**src/rtl/controlador_venda_pkg.sv**
```systemverilog
// Shared types and constants for the drink-vending transaction sequencer.
package controlador_venda_pkg;

  localparam int CRED_W = 5;

  typedef enum logic [2:0] {
    OCIOSO,
    CREDITO,
    VERIFICA,
    DISPENSA,
    TROCO,
    ERRO
  } estado_t;

  typedef enum logic [1:0] {
    MODO_BRANCO  = 2'd0,
    MODO_CREDITO = 2'd1,
    MODO_BEBIDA  = 2'd2,
    MODO_ERRO    = 2'd3
  } modo_t;

  // Index of the set bit of a one-hot drink-button vector.
  function automatic logic [1:0] indice_oh(input logic [3:0] v);
    indice_oh = 2'd0;
    for (int i = 0; i < 4; i++)
      if (v[i]) indice_oh = 2'(i);
  endfunction

endpackage

```
**src/rtl/controlador_venda_if.sv**
```systemverilog
// Event inputs and display/dispense outputs of the vending sequencer.
interface controlador_venda_if;

  logic [2:0]                              cedula;
  logic [3:0]                              botao;
  logic                                    cancel;
  logic                                    v_sense;
  logic [controlador_venda_pkg::CRED_W-1:0] credito;
  logic [1:0]                              bebida_sel;
  logic [1:0]                              modo_display;
  logic                                    dispensa;
  logic [controlador_venda_pkg::CRED_W-1:0] troco;
  logic                                    troco_valido;
  logic                                    rejeita;
  logic                                    insuficiente;
  logic                                    led_verde;
  logic                                    led_vermelho;
  logic                                    led_azul;

  modport master (
    output cedula, botao, cancel, v_sense,
    input  credito, bebida_sel, modo_display, dispensa, troco, troco_valido,
           rejeita, insuficiente, led_verde, led_vermelho, led_azul
  );

  modport slave (
    input  cedula, botao, cancel, v_sense,
    output credito, bebida_sel, modo_display, dispensa, troco, troco_valido,
           rejeita, insuficiente, led_verde, led_vermelho, led_azul
  );

endinterface

```
**src/rtl/controlador_venda_temporizador.sv**
```systemverilog
// Clearable saturating cycle counter with a terminal-count flag.
module temporizador #(
  parameter int W = 13
) (
  input  logic         clk,
  input  logic         reset,
  input  logic         clr,
  input  logic [W-1:0] limite,
  output logic         fim
);

  logic [W-1:0] contagem;

  always_ff @(posedge clk or posedge reset) begin
    if (reset)                 contagem <= '0;
    else if (clr)              contagem <= '0;
    else if (contagem != '1)   contagem <= contagem + 1'b1;
  end

  assign fim = (contagem == limite);

endmodule

```
**src/rtl/controlador_venda.sv**
```systemverilog
// Vending transaction sequencer: credit accumulation, price check, dispense,
// change, cancel/timeout and fault handling.
module controlador_venda
  import controlador_venda_pkg::*;
#(
  parameter int VALOR_C0       = 1,
  parameter int VALOR_C1       = 2,
  parameter int VALOR_C2       = 5,
  parameter int PRECO0         = 3,
  parameter int PRECO1         = 4,
  parameter int PRECO2         = 5,
  parameter int PRECO3         = 7,
  parameter int CREDITO_MAX    = 20,
  parameter int DISP_CICLOS    = 50,
  parameter int TIMEOUT_CICLOS = 5000
) (
  input logic                clk,
  input logic                reset,
  controlador_venda_if.slave bus
);

  localparam int TMAX = (TIMEOUT_CICLOS > DISP_CICLOS) ? TIMEOUT_CICLOS : DISP_CICLOS;
  localparam int TW   = $clog2(TMAX);

  estado_t           estado, prox;
  logic [CRED_W-1:0] credito_q, troco_q, valor, preco;
  logic [CRED_W:0]   soma;
  logic [1:0]        sel_q;
  logic              insuf_q, rejeita_q;
  logic              ced_ok, bot_ok, cabe, tempo_fim;
  logic              carrega, rejeita_d, trava_sel, desconta, insuf_set, reinicia;

  assign ced_ok = $onehot(bus.cedula);
  assign bot_ok = $onehot(bus.botao);

  always_comb begin
    valor = '0;
    case (bus.cedula)
      3'b001:  valor = CRED_W'(VALOR_C0);
      3'b010:  valor = CRED_W'(VALOR_C1);
      3'b100:  valor = CRED_W'(VALOR_C2);
      default: valor = '0;
    endcase
  end

  always_comb begin
    case (sel_q)
      2'd0:    preco = CRED_W'(PRECO0);
      2'd1:    preco = CRED_W'(PRECO1);
      2'd2:    preco = CRED_W'(PRECO2);
      default: preco = CRED_W'(PRECO3);
    endcase
  end

  // Sum one bit wider so an over-limit note can never wrap into range.
  assign soma = {1'b0, credito_q} + {1'b0, valor};
  assign cabe = (soma <= (CRED_W+1)'(CREDITO_MAX));

  // One counter serves both the CREDITO inactivity timeout and the dispense hold.
  temporizador #(.W(TW)) u_tempo (
    .clk    (clk),
    .reset  (reset),
    .clr    ((prox != estado) || reinicia),
    .limite (TW'((estado == DISPENSA) ? DISP_CICLOS - 1 : TIMEOUT_CICLOS - 1)),
    .fim    (tempo_fim)
  );

  always_ff @(posedge clk or posedge reset) begin
    if (reset) estado <= OCIOSO;
    else       estado <= prox;
  end

  always_comb begin
    prox      = estado;
    carrega   = 1'b0;
    rejeita_d = 1'b0;
    trava_sel = 1'b0;
    desconta  = 1'b0;
    insuf_set = 1'b0;
    reinicia  = 1'b0;
    case (estado)
      OCIOSO:
        if (bus.v_sense) prox = ERRO;
        else if (!bus.cancel && ced_ok) begin
          carrega = 1'b1;
          prox    = CREDITO;
        end
      CREDITO:
        if (bus.v_sense) prox = ERRO;
        else if (bus.cancel || tempo_fim) prox = TROCO;
        else if (ced_ok) begin
          if (cabe) begin
            carrega  = 1'b1;
            reinicia = 1'b1;
          end else rejeita_d = 1'b1;
        end else if (bot_ok) begin
          trava_sel = 1'b1;
          prox      = VERIFICA;
        end
      VERIFICA:
        if (bus.v_sense) prox = ERRO;
        else if (credito_q >= preco) begin
          desconta = 1'b1;
          prox     = DISPENSA;
        end else begin
          insuf_set = 1'b1;
          prox      = CREDITO;
        end
      // A fault seen mid-dispense is acted on only once the hold completes.
      DISPENSA:
        if (tempo_fim)
          prox = bus.v_sense ? ERRO : ((credito_q != '0) ? TROCO : OCIOSO);
      TROCO:
        prox = bus.v_sense ? ERRO : OCIOSO;
      ERRO:
        if (!bus.v_sense) prox = (credito_q != '0) ? TROCO : OCIOSO;
      default:
        prox = OCIOSO;
    endcase
  end

  always_ff @(posedge clk or posedge reset) begin
    if (reset) begin
      credito_q <= '0;
      troco_q   <= '0;
      sel_q     <= '0;
      insuf_q   <= 1'b0;
      rejeita_q <= 1'b0;
    end else begin
      rejeita_q <= rejeita_d;
      if (estado == TROCO) begin
        troco_q   <= credito_q;
        credito_q <= '0;
      end else if (carrega)  credito_q <= soma[CRED_W-1:0];
      else if (desconta)     credito_q <= credito_q - preco;
      if (trava_sel) sel_q <= indice_oh(bus.botao);
      if (carrega)        insuf_q <= 1'b0;
      else if (insuf_set) insuf_q <= 1'b1;
    end
  end

  always_comb begin
    bus.modo_display = MODO_BRANCO;
    bus.dispensa     = 1'b0;
    bus.led_verde    = 1'b0;
    bus.led_vermelho = 1'b0;
    case (estado)
      OCIOSO:   bus.led_verde = 1'b1;
      CREDITO: begin
        bus.modo_display = MODO_CREDITO;
        bus.led_vermelho = 1'b1;
      end
      VERIFICA: bus.modo_display = MODO_BEBIDA;
      DISPENSA: begin
        bus.modo_display = MODO_BEBIDA;
        bus.dispensa     = 1'b1;
      end
      TROCO:    bus.modo_display = MODO_CREDITO;
      ERRO:     bus.modo_display = MODO_ERRO;
      default:  bus.modo_display = MODO_BRANCO;
    endcase
  end

  assign bus.credito      = credito_q;
  assign bus.bebida_sel   = sel_q;
  assign bus.troco_valido = (estado == TROCO);
  assign bus.troco        = (estado == TROCO) ? credito_q : troco_q;
  assign bus.rejeita      = rejeita_q;
  assign bus.insuficiente = insuf_q;
  assign bus.led_azul     = (estado == ERRO) || insuf_q;

endmodule
```
**src/flat_wrapper.sv**
```systemverilog
// flat-port wrapper written by rule: the top's interface ports become plain ports
module controlador_venda_flat import controlador_venda_pkg::*;
#(
  parameter int VALOR_C0       = 1,
  parameter int VALOR_C1       = 2,
  parameter int VALOR_C2       = 5,
  parameter int PRECO0         = 3,
  parameter int PRECO1         = 4,
  parameter int PRECO2         = 5,
  parameter int PRECO3         = 7,
  parameter int CREDITO_MAX    = 20,
  parameter int DISP_CICLOS    = 50,
  parameter int TIMEOUT_CICLOS = 5000
)
  (clk, reset, bus_cedula, bus_botao, bus_cancel, bus_v_sense, bus_credito, bus_bebida_sel, bus_modo_display, bus_dispensa, bus_troco, bus_troco_valido, bus_rejeita, bus_insuficiente, bus_led_verde, bus_led_vermelho, bus_led_azul);
  controlador_venda_if bus_i ();
  input logic clk;
  input logic reset;
  input wire logic [$bits(bus_i.cedula)-1:0] bus_cedula;
  input wire logic [$bits(bus_i.botao)-1:0] bus_botao;
  input wire logic [$bits(bus_i.cancel)-1:0] bus_cancel;
  input wire logic [$bits(bus_i.v_sense)-1:0] bus_v_sense;
  output wire logic [$bits(bus_i.credito)-1:0] bus_credito;
  output wire logic [$bits(bus_i.bebida_sel)-1:0] bus_bebida_sel;
  output wire logic [$bits(bus_i.modo_display)-1:0] bus_modo_display;
  output wire logic [$bits(bus_i.dispensa)-1:0] bus_dispensa;
  output wire logic [$bits(bus_i.troco)-1:0] bus_troco;
  output wire logic [$bits(bus_i.troco_valido)-1:0] bus_troco_valido;
  output wire logic [$bits(bus_i.rejeita)-1:0] bus_rejeita;
  output wire logic [$bits(bus_i.insuficiente)-1:0] bus_insuficiente;
  output wire logic [$bits(bus_i.led_verde)-1:0] bus_led_verde;
  output wire logic [$bits(bus_i.led_vermelho)-1:0] bus_led_vermelho;
  output wire logic [$bits(bus_i.led_azul)-1:0] bus_led_azul;
  assign bus_i.cedula = bus_cedula;
  assign bus_i.botao = bus_botao;
  assign bus_i.cancel = bus_cancel;
  assign bus_i.v_sense = bus_v_sense;
  assign bus_credito = bus_i.credito;
  assign bus_bebida_sel = bus_i.bebida_sel;
  assign bus_modo_display = bus_i.modo_display;
  assign bus_dispensa = bus_i.dispensa;
  assign bus_troco = bus_i.troco;
  assign bus_troco_valido = bus_i.troco_valido;
  assign bus_rejeita = bus_i.rejeita;
  assign bus_insuficiente = bus_i.insuficiente;
  assign bus_led_verde = bus_i.led_verde;
  assign bus_led_vermelho = bus_i.led_vermelho;
  assign bus_led_azul = bus_i.led_azul;
  controlador_venda #(.VALOR_C0(VALOR_C0), .VALOR_C1(VALOR_C1), .VALOR_C2(VALOR_C2), .PRECO0(PRECO0), .PRECO1(PRECO1), .PRECO2(PRECO2), .PRECO3(PRECO3), .CREDITO_MAX(CREDITO_MAX), .DISP_CICLOS(DISP_CICLOS), .TIMEOUT_CICLOS(TIMEOUT_CICLOS)) u_core (.clk(clk), .reset(reset), .bus(bus_i));
endmodule
```
**config.mk**
```make
export PLATFORM = sky130hd
export DESIGN_NAME = controlador_venda_flat
export DESIGN_NICKNAME = d
export VERILOG_FILES = /design/src/rtl/controlador_venda_pkg.sv /design/src/rtl/controlador_venda_if.sv /design/src/rtl/controlador_venda_temporizador.sv /design/src/rtl/controlador_venda.sv /design/src/flat_wrapper.sv
export SDC_FILE = /design/constraint.sdc
export NUM_CORES = 1
export LEC_CHECK = 0
export ABC_AREA = 1
export CORE_UTILIZATION = 60
export CTS_CLUSTER_DIAMETER = 40
export DETAILED_ROUTE_END_ITERATION = 8
export PLACE_DENSITY_LB_ADDON = 0.15
export SYNTH_ARGS = -nofsm -noshare
export SYNTH_HDL_FRONTEND = slang
export SYNTH_HIERARCHICAL = 1
export SYNTH_SLANG_ARGS = --single-unit
```
**constraint.sdc**
```tcl
create_clock -name clk -period 7.9 [get_ports clk]
set_input_delay 1.185 -clock clk [delete_from_list [all_inputs] [get_ports clk]]
set_output_delay 1.185 -clock clk [all_outputs]
set_load 0.01 [all_outputs]
```
After elaboration in Yosys (flattened, before gate mapping). Cells that the tools add are included.

Bits in registers: 30. Input bits: 11. Output and inout port bits: 21.

Add/sub/neg operators: 8. Magnitude comparators: 2. Eq/ne operators: 15. Multiplexer cells: 56. Reduce and logical (&&, ||, !) cells: 13.

Operators by type and width (count): $mux W13 (3); $mux W3 (12); $mux W1 (29); $mux W5 (4); $pmux W3 S3 (2); $pmux W3 S6 (1); $add A13 B1 Y13 const B (1); $eq A13 B13 Y1 (1); $ne A13 B13 Y1 const B (1); $eq A3 B1 Y1 const B (3); $eq A3 B2 Y1 const B (3); $eq A3 B3 Y1 const B (3); $add A1 B1 Y2 (3); $add A5 B3 Y6 (1); $le A6 B5 Y1 const B (1); $mux W2 (3); $pmux W2 S3 (1); $ge A5 B3 Y1 (1); $reduce_bool A5 Y1 (1); $sub A5 B3 Y5 (1); $eq A2 B1 Y1 const B (2); $reduce_bool A2 Y1 (2); $reduce_or A2 Y1 (2); $add A3 B3 Y3 (1); other kinds (10) (12).

Longest topological paths before layout. Gate-level depths: netlist (run 1).

Word-level depth: 11. Mapped depth: 23.

Cells and area by module. Netlist (run 1), hierarchy kept.

Modules (own cells, without submodules): controlador_venda (instances 1, cells an instance 208, area an instance 1463.9 um^2); temporizador (instances 1, cells an instance 144, area an instance 973.4 um^2).

Least setup slack after synthesis (run 1). No wires, ideal clock.

Path type: input port to flip-flop. Start: input port bus_botao[0]. End: register u_core.u_tempo.contagem[2]. Library setup time: 0.066 ns. Arrival: 3.440 ns. Required time: 7.834 ns. Setup slack: 4.394 ns. Stages on the path: 19. Buffers on the path: 1. Cells stage by stage: inv_1 > fa_1 > inv_1 > ha_1 > ha_1 > nor2_1 > nand2_1 > nor2_1 > nor2_1 > nor2_1 > o21ai_0 > nand2_1 > inv_1 > nand2_1 > nand4_1 > clkinv_1 > clkbuf_1 > nand3_1 > nand2_1.

Longest elaborated chain between the ends: 11.

RTL lines: start, declared (RTL line flat_wrapper.sv:20) `input wire logic [$bits(bus_i.botao)-1:0] bus_botao;`; $add A1 B1 Y2 (implied by the code) * (RTL line controlador_venda.sv:34) `assign bot_ok = $onehot(bus.botao);`; $add A3 B3 Y3 (implied by the code) * (RTL line controlador_venda.sv:34); $eq A3 B1 Y1 * (RTL line controlador_venda.sv:34); $mux W3 * (RTL line controlador_venda.sv:96) `end else if (bot_ok) begin`; $mux W3 * (RTL line controlador_venda.sv:91) `else if (ced_ok) begin`; $mux W3 * (RTL line controlador_venda.sv:90) `else if (bus.cancel || tempo_fim) prox = TROCO;`; $mux W3 * (RTL line controlador_venda.sv:89) `if (bus.v_sense) prox = ERRO;`; $pmux W3 S6 * (RTL line controlador_venda.sv:81) `case (estado)`; via u_core.prox[0] (RTL line controlador_venda.sv:25) `estado_t estado, prox;`; $ne A3 B3 Y1 * (RTL line controlador_venda.sv:63) `.clr ((prox != estado) || reinicia),`; $logic_or A1 B1 Y1 * (RTL line controlador_venda.sv:63); $mux W13 or $reduce_bool A2 Y1 (tied branches); end signal, assigned (RTL line controlador_venda_temporizador.sv:17) `else if (contagem != '1) contagem <= contagem + 1'b1;`; end, declared (RTL line controlador_venda_temporizador.sv:12) `logic [W-1:0] contagem;`.

The timed path passes the listed nets; every way through them passes the cells marked *. A chain may end at the register's enable or synchronous reset.

Final worst setup path (run 1).
Start: input port bus_botao[0]. End: register u_core.u_tempo.contagem[9].

Longest elaborated chain between the ends: 11.

RTL lines (RTL line): $add A1 B1 Y2 (implied by the code) * (controlador_venda.sv:34); $add A3 B3 Y3 (implied by the code) * (controlador_venda.sv:34); $eq A3 B1 Y1 * (controlador_venda.sv:34); $mux W3 * (controlador_venda.sv:96); $mux W3 * (controlador_venda.sv:91); $mux W3 * (controlador_venda.sv:90); $mux W3 * (controlador_venda.sv:89); $pmux W3 S6 * (controlador_venda.sv:81); $ne A3 B3 Y1 * (controlador_venda.sv:63); $logic_or A1 B1 Y1 * (controlador_venda.sv:63); $mux W13 or $reduce_bool A2 Y1 (tied branches).

Mark *: on every way between the ends. The rest lies on a longest branch, timed or not.

==> results of run 1 <==
-- power by group --
part	leakage [nW]	internal (W)	switching [W]	total (W)
clock network	0.0714	0.000135	0.0000610	0.000196
registers	0.390	0.000188	0.0000401	0.000228
logic	1.05	0.000151	0.000193	0.000344
total	1.51	0.000474	0.000295	0.000768
-- worst min-delay path, stage by stage, from the launching register on --
cell,delay [ps]
dfrtp_1,320
nand2_1,40
o21ai_0,90
-- worst max path at each step --
stage	start	cells after the start	slack [ps]	to
floorplan	bus_botao[0]	19	4390	u_core/u_tempo/contagem[2]
global placement	bus_botao[0]	18	3650	u_core/u_tempo/contagem[2]
detailed placement	bus_botao[0]	18	3600	u_core/u_tempo/contagem[9]
CTS	bus_botao[0]	18	3870	u_core/u_tempo/contagem[9]
global route	bus_botao[1]	18	3550	u_core/u_tempo/contagem[9]
finish	bus_botao[0]	18	3850	u_core/u_tempo/contagem[9]
-- cell families (layout without fill, tap and decap cells) --
family,count (synthesis),in the layout,synth area share
XOR/XNOR,11,11,0.03953
flip-flops,30,30,0.3080
AND/OR/NAND/NOR,202,202,0.3932
AO/OA/AOI/OAI,25,25,0.05801
adder cells (fa/ha/maj),15,15,0.08932
buffers and inverters,67,103,0.1088
other,2,8,0.003081
-- stage by stage --
stage	setup WS, ps	util	std cells	hold slack, ps	area [um^2]
floorplan	4394	-	358	504.5	2460
global placement	3649	0.7455	434	479.9	2811
detailed placement	3603	0.7455	434	489.1	2811
CTS	3871	0.7833	442	504.2	2954
global route	3550	0.7833	442	545.6	2954
finish	3850	0.7833	442	500.4	2954
-- Yosys cell counts (2+ instances only) --
cell type  number
nand3_4         2
dfrtp_1        30
xor2_1          7
o21ai_0        17
clkbuf_1        2
nand3_1        35
o31ai_1         2
nor3_1          4
inv_1          58
nor2_1         30
inv_2           3
nor2_4          2
a21oi_1         2
or2_2           3
nand2_2         2
fa_1            4
nor2_2          3
conb_1          2
nand2_1       103
nand4_1        10
xnor2_1         4
nand3b_1        2
ha_1           11
nand3_2         2
-- area by class of cell --
| cell class | count | share of cell area |
|---|---|---|
| clock buffers | 6 | 0.02795 |
| clock inverters | 2 | 0.02033 |
| inverters | 64 | 0.08344 |
| multi-input cells | 261 | 0.4888 |
| flip-flops and latches | 30 | 0.2541 |
| well taps | 48 | 0.02033 |
| repair buffers | 31 | 0.1050 |
-- layer usage --
layer	global-route usage	vias up	part of all wire
li1	-	1181	-
met1	0.3352	1100	0.38
met2	0.5510	97	0.52
met3	0.07292	19	0.072
met4	0.1277	0	0.025
met5	0	-	0
-- sequential cells by signal, summed over array words and instances (netlist names) --
name	count
u_core/bus.bebida_sel	2
u_core/bus.credito	5
u_core/estado	3
u_core/troco_q	5
u_core/u_tempo/contagem	13
u_core/bus.rejeita	1
u_core/bus.insuficiente	1
==> results.txt, run 1 <==
Sequential Area = 750.7 um^2
antenna cells = 0
Primary FF master, synth = dfrtp_1
IO Port Bufs = 31
height of the die = 65.74 um
max-slew violations = 0
Crit path buffers/inverters = 4
max_cap viols = 0
Final setup viols = 0
max_slew headroom = 0.5486
VDD IR max = 0.2263 mV
startpoint types = input port
die area = 4321 um^2
Critical Path RT = 8070 ps
# nets final = 419
post-CTS sizing = 0
post-DP HPWL = 4.423 mm
syn avg cell area = 6.924 um^2
leading area contributor after synthesis = dfrtp_1
Hold Crit Start = u_core/troco_q[3]
RR Endpoint = u_core/u_tempo/contagem[9]
outcome = completed
Syn-to-layout area delta = 21.20%
Power per Cell Area = 260.0 nW/um^2
CTS tree = done
f_max = 246.9 MHz
gr usage total = 0.3048
EDFF count, synth = 0
Mapped Area = 2437 um^2
drc violations = 0
IO Count = 32
Post-CTS Hold Buffers = 0
Async SR Flop Fraction = 1.000
footprint of the multi-input gates = 1444 um^2
gpl congestion = 0.9194
Fillers = 255
number of setup buffers added after CTS = 0
Hold/Removal Path Class = reg -> reg
hold endpoint = u_core/troco_q[3]
Overflow after GRT = 0
CTS Sinks = 30
cell count after synthesis = 352
reg-to-reg slack, setup = 4340 ps
LEAKAGE = 1.514 nW
crit-path max cell delay = 520 ps
Arr. time, crit path = 4220 ps
Synth top area share = 0.3080
Crit Path Category = in -> reg
Crit Path Max Fanout = 16
Final TNS setup = 0 ps
via count = 2,397
Pwr Total = 0.0007681 W
Worst Setup End Kind = register
layout cell share with drive strength beyond 1 = 0.08122
clock latency at the later pin of the worst-skew pair = 290 ps
first-pass GRT wire length = 9.867 mm
largest net degree at the start of global routing = 18
post-DR wirelength/cell = 13.48 um
Worst Clk Skew = 5.307 ps
antenna-violating nets left = 0
Hold Fails Final Rpt = 0
Root Driver = clkbuf_8
total CTS buffers = 5
critical-path cell list = clkdlybuf4s50_1, inv_1, fa_1, inv_1, ha_1, ha_1, nor2_1, nand2_1, nor2_1, nor2_1, nor2_1, o21ai_0, nand2_1, nand2_1, nand4_1, clkinv_1, nand3_4, nand2_1
most frequent cells in the layout = 103 x nand2_1, 58 x inv_1, 35 x nand3_1
row count = 22
H-tree depth = 2
overall routed net length = 5.958 mm
FF-to-FF path depth = 20
post-synth cell types = 36
initial antenna violation count = 0
vias in the first global route = 2,255
DR iter-0 viols = 207
Period minus WS final = 4050 ps
CP top delay family = simple AND/OR/NAND/NOR gates
clock buffer depth = 2
Hold Path Depth = 2
leading post-synthesis cells by cell area = dfrtp_1 31%, nand2_1 16%, inv_1 8.9%
Core ar. = 3771 um^2
RSZ-0062 raised after global routing = no
chip width = 65.74 um
commonest non-fill, non-tap cell in the layout = nand2_1
Clock transition at path regs = 70 ps
worst r2r src = u_core/estado[2]
vias per cell = 5.423
count of state elements after synthesis = 30
initial core utilization = 0.6463
period utilization = 0.5127
register area share after synthesis = 0.3080
first-pass iteration count of the detailed router = 5
CP max-delay cell = fa_1
Least-Margin Pin Slew = 676.3 ps
Ys Warns = 6
(Power assumes the default switching activity.)
==> run 2: changes to the inputs <==
--- a/config.mk
+++ b/config.mk
@@ -6,7 +6,7 @@
 export NUM_CORES = 1
 export LEC_CHECK = 0
 export ABC_AREA = 1
-export CORE_UTILIZATION = 60
+export CORE_UTILIZATION = 50
 export CTS_CLUSTER_DIAMETER = 40
 export DETAILED_ROUTE_END_ITERATION = 8
 export PLACE_DENSITY_LB_ADDON = 0.15
==> constraint.sdc (replaced) <==
create_clock -name clk -period 3.4 [get_ports clk]
set_input_delay 0.51 -clock clk [delete_from_list [all_inputs] [get_ports clk]]
set_output_delay 0.51 -clock clk [all_outputs]
set_load 0.01 [all_outputs]
==> results.txt, run 2 (synthesis results as in run 1) <==
outcome = completed
Non-Filler Instances = 451
Crit Path Category = in -> reg
Largest register FFs = 13
Worst Clk Skew = 3.898 ps
Top reg by flops = u_core/u_tempo/contagem
first-pass GRT wire length = 9.542 mm
overall routed net length = 5.587 mm
Hold/Removal Path Class = reg -> reg
initial core utilization = 0.5195
chip width = 71.82 um
FF-to-FF path depth = 23
Final TNS setup = 0 ps
Final setup viols = 0
post-DR wirelength/cell = 12.39 um
height of the die = 71.82 um
LEAKAGE = 1.506 nW
initial antenna violation count = 0
Overflow after GRT = 0
IO Port Bufs = 31
VDD IR max = 0.3664 mV
total net switching power = 0.0006629 W
max-slew violations = 0
Period minus WS final = 3096 ps
post-layout util = 0.6299
Crit Path Max Fanout = 16
max_slew headroom = 0.5226
max_cap viols = 0
drc violations = 0
H-tree depth = 2
clock power share = 0.188
Hold Fails Final Rpt = 0
clock latency at the later pin of the worst-skew pair = 290 ps
clock buffer depth = 2
most frequent cells in the layout = 103 x nand2_1, 58 x inv_1, 35 x nand3_1
Worst Setup End Kind = register
layout cell share with drive strength beyond 1 = 0.09320
CTS Sinks = 30
antenna-violating nets left = 0
gpl congestion = 0.8781
f_max = 323.0 MHz
IO Count = 32
Root Driver = clkbuf_8
post-DP HPWL = 4.405 mm
post-route cell area = 2955 um^2
largest net degree at the start of global routing = 18
Post-CTS Hold Buffers = 0
row count = 25
Core ar. = 4692 um^2
cell internal pwr = 0.0009681 W
Arr. time, crit path = 3270 ps
Placed Area = 2834 um^2
vias in the first global route = 2,114
Critical Path RT = 3580 ps
Clock transition at path regs = 70 ps
total CTS buffers = 5
via count = 2,282
vias per cell = 5.060
period utilization = 0.9105
Power per Cell Area = 551.9 nW/um^2
Syn-to-layout area delta = 21.25%
Switching Share = 0.4064
Least-Margin Pin Slew = 715.4 ps
combinational share of power = 0.491
gr usage total = 0.2403
# nets final = 422
die area = 5158 um^2
RSZ-0062 raised after global routing = no
antenna cells = 0
first-pass iteration count of the detailed router = 4
commonest non-fill, non-tap cell in the layout = nand2_1
startpoint types = input port
sequential power share = 0.321
Hold Path Depth = 2
DR iter-0 viols = 186
CTS tree = done
Placed Instances = 442
run 2: cell type report:
cell class / count / area [um^2]
Clock buffer: 6 / 82.58
Clock inverter: 2 / 12.51
Fill cell: 444 / 1737
Inverter: 64 / 250.2
Multi-Input combinational cell: 261 / 1446
Sequential cell: 30 / 750.7
Tap cell: 54 / 67.56
Timing Repair Buffer: 34 / 345.3
run 2: power by group through the flow:
stage                     registers [W]  logic, W  clock network, W
after floorplan                0.000525  0.000479                 0
after global placement         0.000528  0.000765                 0
after detailed placement       0.000529  0.000775                 0
after CTS                      0.000524  0.000780          0.000312
after global routing           0.000536  0.000891          0.000325
final                          0.000523  0.000801          0.000307
run 2: timing repair:
| item | 4_1_cts | 5_1_grt |
|---|---|---|
| resized for setup | 0 | 2 |
| endpoints found under the setup margin | 0 | 13 |
| buffers inserted | 0 | 1 |
run 2: final timing paths:
kind	end	from	slack, ps
worst max-delay path	u_core/u_tempo/contagem[8]	bus_cedula[1]	300
worst min-delay path	u_core/troco_q[3]	u_core/troco_q[3]	500
worst max register to register	u_core/u_tempo/contagem[8]	u_core/estado[2]	470
worst min register to register	u_core/troco_q[3]	u_core/troco_q[3]	500
max in group asynchronous	u_core/estado[2]	reset	2280
min in group asynchronous	u_core/u_tempo/contagem[6]	reset	570
run 2: stage by stage:
stage | hold WS (ps) | setup WS (ps) | power [W]
after detailed placement | 488.4 | -236.2 | 0.001304
after global routing | 519.7 | 44.90 | 0.001752
final | 496.0 | 304.3 | 0.001631
after CTS | 505.6 | 58.22 | 0.001616
after floorplan | 387.0 | 432.4 | 0.001004
after global placement | 477.4 | -168.6 | 0.001293
run 2: critical path: stages:
cell and delay (ps):
clkdlybuf4s50_1 420, inv_1 120, o21ai_0 100, a21oi_1 150
ha_1 200, inv_1 60, fa_1 400, o21ai_0 290
nand2_1 80, nand2_1 60, nand2_1 60, nand2_1 120
nand3_4 80, nand4_1 140, clkinvlp_4 120, buf_12 150
nand3_4 130, nand2_1 80
run 2: routing by layer:
metal  vias to the layer above  GRT usage  wire length, um
li1                       1181          -                -
met1                      1052     0.3007             2520
met2                        39     0.4193             2796
met3                        10    0.03938              175
met4                         0    0.08497               96
met5                         -          0                0
==> run 3: changes to the inputs <==
--- a/config.mk
+++ b/config.mk
@@ -9,7 +9,7 @@
 export CORE_UTILIZATION = 50
 export CTS_CLUSTER_DIAMETER = 40
 export DETAILED_ROUTE_END_ITERATION = 8
-export PLACE_DENSITY_LB_ADDON = 0.15
+export PLACE_DENSITY = 0.84
 export SYNTH_ARGS = -nofsm -noshare
 export SYNTH_HDL_FRONTEND = slang
 export SYNTH_HIERARCHICAL = 1
==> results.txt, run 3 (synthesis results as in run 1) <==
CP max-delay cell = clkdlybuf4s50_1
max_slew headroom = 0.5415
Arr. time, crit path = 3180 ps
Worst Setup End Kind = register
Hold Path Depth = 2
Core ar. = 4692 um^2
largest net degree at the start of global routing = 18
crit-path max cell delay = 410 ps
initial core utilization = 0.5195
Hold Crit Start = u_core/troco_q[1]
Hold Fails Final Rpt = 0
combinational share of power = 0.492
Switching Share = 0.4097
# nets final = 422
startpoint types = input port
chip width = 71.82 um
Fillers = 420
critical-path cell list = clkdlybuf4s50_1, inv_1, o21ai_0, a21oi_1, ha_1, inv_1, fa_1, o21ai_0, nand2_1, nand2_1, nand2_1, nand2_1, nand3_4, nand4_1, clkinv_1, buf_12, nand3_4, nand2_1
outcome = completed
period utilization = 0.8881
initial antenna violation count = 0
row count = 25
number of setup buffers added after CTS = 0
Crit Path Category = in -> reg
post-CTS sizing = 0
Period minus WS final = 3020 ps
Largest register FFs = 13
IO Port Bufs = 31
Critical Path Most Common Cell = nand2_1
height of the die = 71.82 um
clock power share = 0.186
Syn-to-layout area delta = 21.00%
DR iter-0 viols = 159
first-pass GRT wire length = 9.439 mm
FF-to-FF path depth = 23
max_cap viols = 0
H-tree depth = 2
via count = 2,320
cell internal pwr = 0.0009678 W
LEAKAGE = 1.508 nW
Top reg by flops = u_core/u_tempo/contagem
die area = 5158 um^2
vias in the first global route = 2,213
clock latency at the later pin of the worst-skew pair = 280 ps
Crit Path Max Fanout = 16
max-slew violations = 0
RR Endpoint = u_core/u_tempo/contagem[9]
Placed Instances = 443
Non-Filler Instances = 451
Pwr Total = 0.001640 W
Placed Area = 2854 um^2
footprint of the multi-input gates = 1444 um^2
antenna cells = 0
antenna-violating nets left = 0
IO Count = 32
clock buffer depth = 2
Worst Clk Skew = 8.618 ps
commonest non-fill, non-tap cell in the layout = nand2_1
Hold/Removal Path Class = reg -> reg
CP top delay family = buffers and inverters
Least-Margin Pin Slew = 686.9 ps
total net switching power = 0.0006719 W
vias per cell = 5.144
total CTS buffers = 5
worst r2r src = u_core/estado[2]
most frequent cells in the layout = 103 x nand2_1, 58 x inv_1, 35 x nand3_1
post-DP HPWL = 4.418 mm
Sequential Area = 750.7 um^2
reg-to-reg slack, setup = 500 ps
first-pass iteration count of the detailed router = 4
drc violations = 0
PnR worst setup slack = 380.3 ps
pre-CTS WS = 95.85 ps
overall routed net length = 5.677 mm
post-route cell area = 2949 um^2
hold endpoint = u_core/troco_q[1]
Clock transition at path regs = 70 ps
f_max = 331.2 MHz
Root Driver = clkbuf_8
CTS Sinks = 30
sequential power share = 0.322
Crit path buffers/inverters = 5
Power per Cell Area = 556.0 nW/um^2
VDD IR max = 0.4063 mV
Final TNS setup = 0 ps
Overflow after GRT = 0
post-DR wirelength/cell = 12.59 um
RSZ-0062 raised after global routing = no
layout cell share with drive strength beyond 1 = 0.08816
Post-CTS Hold Buffers = 0
Critical Path RT = 3560 ps
CTS tree = done
gpl congestion = 0.9255
gr usage total = 0.2329
Final setup viols = 0
-- run 3: worst register-to-register path: cells and delay by family, from the launching register on --
kind,cells,cell delay (ps)
AO/OA/AOI/OAI,2,160
flip-flops,1,490
AND/OR/NAND/NOR,14,1390
buffers and inverters,7,780
-- run 3: worst max path at each step --
stage | start | endpoint | slack (ps) | depth (start not counted)
global route | bus_botao[0] | u_core/u_tempo/contagem[7] | 100 | 20
CTS | bus_cedula[1] | u_core/u_tempo/contagem[3] | 380 | 18
finish | bus_cedula[1] | u_core/u_tempo/contagem[3] | 380 | 18
floorplan | u_core/estado[2] | u_core/u_tempo/contagem[2] | 430 | 19
detailed placement | bus_botao[0] | u_core/u_tempo/contagem[3] | 100 | 19
global placement | bus_botao[0] | u_core/u_tempo/contagem[7] | 160 | 19
-- run 3: power by group through the flow --
stage / Sequential (W) / Clock, W / Combinational, W
2_1_floorplan: 0.000525 / 0 / 0.000479
3_3_place_gp: 0.000529 / 0 / 0.000776
3_5_place_dp: 0.000529 / 0 / 0.000795
4_1_cts: 0.000526 / 0.000309 / 0.000799
5_1_grt: 0.000539 / 0.000324 / 0.000887
6_report: 0.000528 / 0.000304 / 0.000808
-- run 3: routing by layer --
layer | vias to the layer above | part of all wire | GRT usage
met2 | 66 | 0.50 | 0.4203
met1 | 1065 | 0.43 | 0.2746
met5 | - | 0 | 0
met4 | 0 | 0.014 | 0.05882
li1 | 1182 | - | -
met3 | 7 | 0.052 | 0.06048
-- run 3: per-stage QoR --
stage               hold slack [ps]  utilization
global route                  526.1       0.6285
finish                        503.2       0.6285
global placement              485.2       0.6083
detailed placement            487.3       0.6083
floorplan                     387.0            -
CTS                           503.4       0.6285
-- run 3: layout make-up --
type                    instances  area share
clock buffers                   6     0.02800
clock inverters                 2    0.004243
inverters                      64     0.08358
multi-input cells             261      0.4896
flip-flops and latches         30      0.2546
well taps                      54     0.02291
repair buffers                 34      0.1171
